[config.mk]
export PLATFORM = sky130hd
export DESIGN_NAME = fc_layer_seq
export DESIGN_NICKNAME = d
export VERILOG_FILES = /design/src/rtl/fc_pkg.sv /design/src/rtl/fc_result_buf.sv /design/src/rtl/fc_layer_seq.sv
export SDC_FILE = /design/constraint.sdc
export NUM_CORES = 2
export LEC_CHECK = 0
export ABC_AREA = 1
export BUFFER_PORTS_ARGS = -buffer_cell sky130_fd_sc_hd__clkbuf_2
export CAP_MARGIN = 0
export CORE_AREA = 2 2 712 714
export CTS_CLUSTER_DIAMETER = 80
export DETAILED_ROUTE_END_ITERATION = 7
export DIE_AREA = 0 0 714 716
export GPL_ROUTABILITY_DRIVEN = 0
export GPL_TIMING_DRIVEN = 0
export SKIP_LAST_GASP = 1
export SYNTH_ARGS = -nofsm -noshare
export SYNTH_HDL_FRONTEND = slang
export SYNTH_HIERARCHICAL = 1
export SYNTH_SLANG_ARGS = --single-unit
[constraint.sdc]
create_clock -name clk -period 3.04 [get_ports clk]
set_input_delay 0.304 -clock clk [delete_from_list [all_inputs] [get_ports clk]]
set_output_delay 0.304 -clock clk [all_outputs]
set_load 0.03 [all_outputs]
[src/rtl/fc_pkg.sv]
// Shared types and width helpers for the fully-connected layer sequencer.
package fc_pkg;

  typedef enum logic [1:0] {
    ST_LOAD   = 2'd0,
    ST_SETTLE = 2'd1,
    ST_DRAIN  = 2'd2
  } fc_state_e;

  // Neuron output width: full product plus accumulation growth over the fan-in.
  function automatic int unsigned zw_f(input int unsigned width, input int unsigned in_n);
    return width * 2 + $clog2(in_n);
  endfunction

  // Index/counter width with a floor of one bit for degenerate sizes.
  function automatic int unsigned idxw_f(input int unsigned n);
    return (n > 1) ? $clog2(n) : 1;
  endfunction

endpackage

[src/rtl/fc_result_buf.sv]
// Capture bank for all neuron outputs plus the serial valid/ready result stream.
module fc_result_buf
  import fc_pkg::*;
#(
  parameter  int unsigned NEURONS = 32,
  parameter  int unsigned ZW      = 23,
  localparam int unsigned IDXW    = idxw_f(NEURONS)
) (
  input  logic                         clk,
  input  logic                         rst_n,
  input  logic                         capture_i,
  input  logic [NEURONS-1:0][ZW-1:0]   z_i,
  input  logic                         out_ready_i,
  output logic                         out_valid_o,
  output logic [ZW-1:0]                out_data_o,
  output logic [IDXW-1:0]              out_idx_o,
  output logic                         out_last_o
);

  localparam logic [IDXW-1:0] LAST_IDX = IDXW'(NEURONS - 1);

  logic [NEURONS-1:0][ZW-1:0] zcap_q, zcap_d;
  logic                       valid_q, valid_d;
  logic [ZW-1:0]              data_q, data_d;
  logic [IDXW-1:0]            idx_q, idx_d;
  logic                       last_q, last_d;
  logic [IDXW-1:0]            idx_nxt;

  assign idx_nxt = idx_q + IDXW'(1);

  // Output beat registers are preloaded with the next entry so data never comes from a live mux.
  always_comb begin
    zcap_d  = zcap_q;
    valid_d = valid_q;
    data_d  = data_q;
    idx_d   = idx_q;
    last_d  = last_q;
    if (capture_i) begin
      zcap_d  = z_i;
      valid_d = 1'b1;
      data_d  = z_i[0];
      idx_d   = '0;
      last_d  = (NEURONS == 1);
    end else if (valid_q && out_ready_i) begin
      if (last_q) begin
        valid_d = 1'b0;
        idx_d   = '0;
        last_d  = 1'b0;
      end else begin
        idx_d  = idx_nxt;
        data_d = zcap_q[idx_nxt];
        last_d = (idx_nxt == LAST_IDX);
      end
    end
  end

  always_ff @(posedge clk) begin
    if (!rst_n) begin
      zcap_q  <= '0;
      valid_q <= 1'b0;
      data_q  <= '0;
      idx_q   <= '0;
      last_q  <= 1'b0;
    end else begin
      zcap_q  <= zcap_d;
      valid_q <= valid_d;
      data_q  <= data_d;
      idx_q   <= idx_d;
      last_q  <= last_d;
    end
  end

  assign out_valid_o = valid_q;
  assign out_data_o  = data_q;
  assign out_idx_o   = idx_q;
  assign out_last_o  = last_q;

endmodule

[src/rtl/fc_layer_seq.sv]
// Frame sequencer for one fully-connected layer: load activations, let the
// combinational neurons settle, capture their outputs, then stream results out.
module fc_layer_seq
  import fc_pkg::*;
#(
  parameter  int unsigned WIDTH   = 8,
  parameter  int unsigned IN      = 128,
  parameter  int unsigned NEURONS = 32,
  parameter  int unsigned SETTLE  = 3,
  localparam int unsigned ZW      = zw_f(WIDTH, IN),
  localparam int unsigned IDXW    = idxw_f(NEURONS)
) (
  input  logic                           clk,
  input  logic                           rst_n,
  input  logic                           in_valid,
  output logic                           in_ready,
  input  logic [WIDTH-1:0]               in_data,
  input  logic                           in_last,
  output logic [IN-1:0][WIDTH-1:0]       x_bus,
  input  logic [NEURONS-1:0][ZW-1:0]     z_bus,
  output logic                           out_valid,
  input  logic                           out_ready,
  output logic [ZW-1:0]                  out_data,
  output logic [IDXW-1:0]                out_idx,
  output logic                           out_last,
  output logic                           busy,
  output logic                           frame_err
);

  localparam int unsigned CNTW  = idxw_f(IN);
  localparam int unsigned WAITW = idxw_f(SETTLE);
  localparam logic [CNTW-1:0]  CNT_LAST  = CNTW'(IN - 1);
  localparam logic [WAITW-1:0] WAIT_LAST = WAITW'(SETTLE - 1);

  fc_state_e                state_q, state_d;
  logic [CNTW-1:0]          cnt_q, cnt_d;
  logic [WAITW-1:0]         wait_q, wait_d;
  logic [IN-1:0][WIDTH-1:0] x_q, x_d;
  logic                     err_q, err_d;
  logic                     in_ready_q, in_ready_d;
  logic                     busy_q, busy_d;
  logic                     capture_c;

  always_comb begin
    state_d   = state_q;
    cnt_d     = cnt_q;
    wait_d    = wait_q;
    x_d       = x_q;
    err_d     = err_q;
    capture_c = 1'b0;
    unique case (state_q)
      ST_LOAD: begin
        if (in_valid) begin
          x_d[cnt_q] = in_data;
          // in_last is only audited; the frame length is fixed by the counter.
          if (in_last != (cnt_q == CNT_LAST)) err_d = 1'b1;
          if (cnt_q == CNT_LAST) begin
            cnt_d   = '0;
            wait_d  = '0;
            state_d = ST_SETTLE;
          end else begin
            cnt_d = cnt_q + CNTW'(1);
          end
        end
      end
      ST_SETTLE: begin
        if (wait_q == WAIT_LAST) begin
          capture_c = 1'b1;
          state_d   = ST_DRAIN;
        end else begin
          wait_d = wait_q + WAITW'(1);
        end
      end
      ST_DRAIN: begin
        if (out_valid && out_ready && out_last) state_d = ST_LOAD;
      end
      default: state_d = ST_LOAD;
    endcase
    in_ready_d = (state_d == ST_LOAD);
    busy_d     = (state_d != ST_LOAD);
  end

  always_ff @(posedge clk) begin
    if (!rst_n) begin
      state_q    <= ST_LOAD;
      cnt_q      <= '0;
      wait_q     <= '0;
      x_q        <= '0;
      err_q      <= 1'b0;
      in_ready_q <= 1'b1;
      busy_q     <= 1'b0;
    end else begin
      state_q    <= state_d;
      cnt_q      <= cnt_d;
      wait_q     <= wait_d;
      x_q        <= x_d;
      err_q      <= err_d;
      in_ready_q <= in_ready_d;
      busy_q     <= busy_d;
    end
  end

  fc_result_buf #(
    .NEURONS (NEURONS),
    .ZW      (ZW)
  ) u_result_buf (
    .clk         (clk),
    .rst_n       (rst_n),
    .capture_i   (capture_c),
    .z_i         (z_bus),
    .out_ready_i (out_ready),
    .out_valid_o (out_valid),
    .out_data_o  (out_data),
    .out_idx_o   (out_idx),
    .out_last_o  (out_last)
  );

  assign in_ready  = in_ready_q;
  assign busy      = busy_q;
  assign frame_err = err_q;
  assign x_bus     = x_q;

endmodule

==> impl_metrics.env <==
export IMPL_fin_ws_ps=-99.3
export IMPL_die_area_um2=511000
export IMPL_power_density_nw_per_um2=513
export IMPL_synth_compound_area_share_pct=11.5
export IMPL_setup_violations=12
export IMPL_synth_top_family_by_area="simple AND/OR/NAND/NOR gates"
export IMPL_slew_limit_headroom_pct=-3.92
export IMPL_final_common_cell="nor2_1"
export IMPL_grt_max_degree=22
export IMPL_min_period_ps=3140
export IMPL_clk_latency_ps=940
export IMPL_irDropWorstVdd_uv=575
export IMPL_syn_area_um2=73800
export IMPL_ys_types=31
export IMPL_antenna_found_initial=102
export IMPL_dp_hpwl_um=432000
export IMPL_regArea_um2=36100
export IMPL_ant_nets=0
export IMPL_fin_worst_skew_ps=119
export IMPL_yosys_warnings=6
export IMPL_totalWireLength_um=541000
export IMPL_cts_tree="yes"
export IMPL_grt_pass1_vias=81900
export IMPL_synth_xor_area_share_pct=0.0830
export IMPL_vias=88000
export IMPL_cp_end_kind="flop"
export IMPL_violations="capacitance limit, slew limit, setup timing"
export IMPL_via_per_inst=4.31
export IMPL_synth_nets=11500
export IMPL_grt_pass1_wl_um=702000
export IMPL_drtIter0Drc=9595
export IMPL_hold_viol=0
export IMPL_rows=261
export IMPL_grt_ovfl_total=0
export IMPL_reg2reg_depth=14
export IMPL_crit_top_cell="nand3_1"
export IMPL_fin_crit_sh_pct=103
export IMPL_syn2layout_area_growth_pct=46.3
export IMPL_path_class="reg2reg"
export IMPL_route_detailed_drc=0
export IMPL_coreArea_um2=504000
export IMPL_holdPathStages=4
export IMPL_cts_num_sinks=1804
export IMPL_ios=1806
export IMPL_io_buffer_count=1797
export IMPL_wl_per_cell_um=26.5
export IMPL_start_util_pct=14.7
export IMPL_htree_num_levels=4
export IMPL_hold_class="in2reg"
export IMPL_drv_slew=33
export IMPL_clk_pin_slew_worst_paths_ps=60
export IMPL_layout_nets=14200
export IMPL_synthSimpleGateAreaFrac_pct=32.9
export IMPL_total_power_mw=55.4
export IMPL_root_buffer="clkbuf_16"
export IMPL_worstSetupStartpointType="flop"
export IMPL_postSynthAreaPerCell_um2=6.90
export IMPL_synthMuxAreaShare_pct=0
export IMPL_die_w_um=714
export IMPL_slowest_delay_ps=470
export IMPL_r2r_slack_ps=-100
export IMPL_layout_common_cells="2,757 x nor2_1, 2,063 x nand2_1, 1,891 x clkbuf_2"
export IMPL_layout_drive_gt1_share_pct=20.3
export IMPL_rsz0062_at_grt="yes"
export IMPL_synth_seq_cells=1804
export IMPL_multi_input_area_um2=33600
export IMPL_cts_buffer_depth=4
export IMPL_cp_cell_sequence="clkbuf_8 -> inv_4 -> buf_12 -> ha_1 -> buf_8 -> buf_6 -> clkbuf_8 -> nand3_2 -> nand2_1 -> nand2_1 -> nand3_1 -> nand3_1 -> nand3_1 -> a21oi_1"
export IMPL_cp_arrival_ps=3970
export IMPL_max_freq_ghz=0.319
export IMPL_critPathMaxFanout=10
export IMPL_power_leakage_nw=46.6
export IMPL_detail_route_first_pass_iterations=7
export IMPL_grt_usage_pct=20.1
export IMPL_max_cap_viol_count=4
export IMPL_tightest_slew_ps=1560
export IMPL_cts_buffers=217
export IMPL_cp_required_ps=3870
export IMPL_synthAdderAreaFrac_pct=0.0678
export IMPL_die_y_um=716
export IMPL_tns_ps=-492
export IMPL_status="finished, violations left"
export IMPL_cp_slowest_cell="nand3_2"
export IMPL_synthCells=10700
export IMPL_n_fill_cell=56400
export IMPL_synth_seq_area_share_pct=48.9
[cell type report]
class | instances | share of cell area, %
diodes | 71 | 0.164
plain buffers | 857 | 3.76
clock buffers | 299 | 5.65
clock inverters | 93 | 1.36
inverters | 309 | 1.10
multi-input cells | 7726 | 31.1
flip-flops and latches | 1804 | 33.4
well taps | 6706 | 7.77
repair buffers | 2569 | 15.6
[state kept, by name (all words and copies together), names as in the netlist]
| register | flops |
|---|---|
| u_result_buf/out_idx_o | 5 |
| u_result_buf/zcap_q | 736 |
| wait_q | 2 |
| busy | 1 |
| x_bus | 1024 |
| frame_err | 1 |
| u_result_buf/out_valid_o | 1 |
| state_q | 2 |
| u_result_buf/out_last_o | 1 |
| in_ready | 1 |
| u_result_buf/out_data_o | 23 |
| cnt_q | 7 |
[metal layers]
layer / GRT usage (%) / wire length, um / vias to the layer above
li1: - / - / 40000
met1: 20.1 / 179000 / 41200
met2: 35.6 / 266000 / 5165
met3: 4.09 / 40900 / 1658
met4: 17.3 / 55500 / 26
met5: 0 / 162 / -
[timing repair]
| item | in CTS | in global routing |
|---|---|---|
| hold buffers | 742 | 0 |
| gates resized for setup | 250 | 135 |
| gates cloned | 2 | 0 |
| setup buffers | 15 | 3 |
| endpoints found under the setup margin | 1107 | 501 |
| endpoints found under the hold margin | 773 | 0 |
| pin swaps | 11 | 5 |
[worst paths after layout]
| path | to | start |
|---|---|---|
| setup / recovery | u_result_buf/out_data_o[16]$_SDFFE_PN0P_ | u_result_buf/out_idx_o[0]$_SDFFE_PP0P_ |
| hold reg to reg | u_result_buf/zcap_q[6]$_SDFFE_PN0P_ | u_result_buf/zcap_q[6]$_SDFFE_PN0P_ |
| hold / removal | u_result_buf/zcap_q[354]$_SDFFE_PN0P_ | z_bus[354] |
| setup reg to reg | u_result_buf/out_data_o[16]$_SDFFE_PN0P_ | u_result_buf/out_idx_o[0]$_SDFFE_PP0P_ |
[report_power, final]
| part | internal, mW | leakage (nW) | switching [mW] |
|---|---|---|---|
| sequential | 23.7 | 14.5 | 0.0193 |
| combinational | 1.33 | 28.4 | 2.48 |
| clock | 16.3 | 3.68 | 11.6 |
[stage by stage]
stage | cell area [um^2] | utilization [%] | hold slack (ps) | cells | worst slack (ps)
2_1_floorplan | 73800 | - | 419 | 10700 | 431
3_3_place_gp | 91200 | 18.1 | 433 | 19200 | -3680
3_5_place_dp | 91500 | 18.2 | 434 | 19200 | -2910
4_1_cts | 108000 | 21.4 | 0.306 | 20400 | -66.3
5_1_grt | 108000 | 21.4 | 43.4 | 20400 | -96.8
6_report | 108000 | 21.5 | 103 | 20400 | -99.3
[synth_stat cells]
master,count,area (um^2)
nor2_8,10,200
or2_2,1,6.26
nand3_2,2,20.0
nor2_1,2774,10400
nand2_1,2074,7780
clkinv_1,3,11.3
inv_1,271,1020
xor2_2,1,16.3
nor2_2,16,100
nor3_2,1,10.0
nand4_1,17,106
o211ai_1,3,22.5
dfxtp_1,1804,36100
buf_1,125,469
nand3_1,1116,5590
xnor2_1,1,8.76
xor2_1,1,8.76
nor2_4,5,56.3
buf_6,1,11.3
a21oi_1,607,3040
nor3b_2,1,12.5
ha_1,4,50.1
buf_2,254,1270
buf_4,20,150
clkbuf_2,1,5.00
nand2_2,4,25.0
inv_2,35,131
xnor2_4,1,27.5
o21ai_0,1086,5440
clkbuf_1,458,1720
nor3_1,1,5.00
[cells by family (layout without fill, tap and decap cells)]
kind of cell	count (synthesis)	after routing
other	0	71
xor gates and xnor gates	4	4
adders and majority gates	4	4
and+or+nand+nor	6022	6022
buffers and inverters	1168	4127
DFF	1804	1804
AOI/OAI and AO/OA	1696	1696
[worst max-delay path, delay by kind of cell (launching register included)]
family	cells	cell delay [ps]
compound gates	1	70
fa+ha+maj	1	300
buf+inv	6	1160
flops	1	360
simple gates	6	1010
No activity file was read; power rests on OpenSTA's default activity.
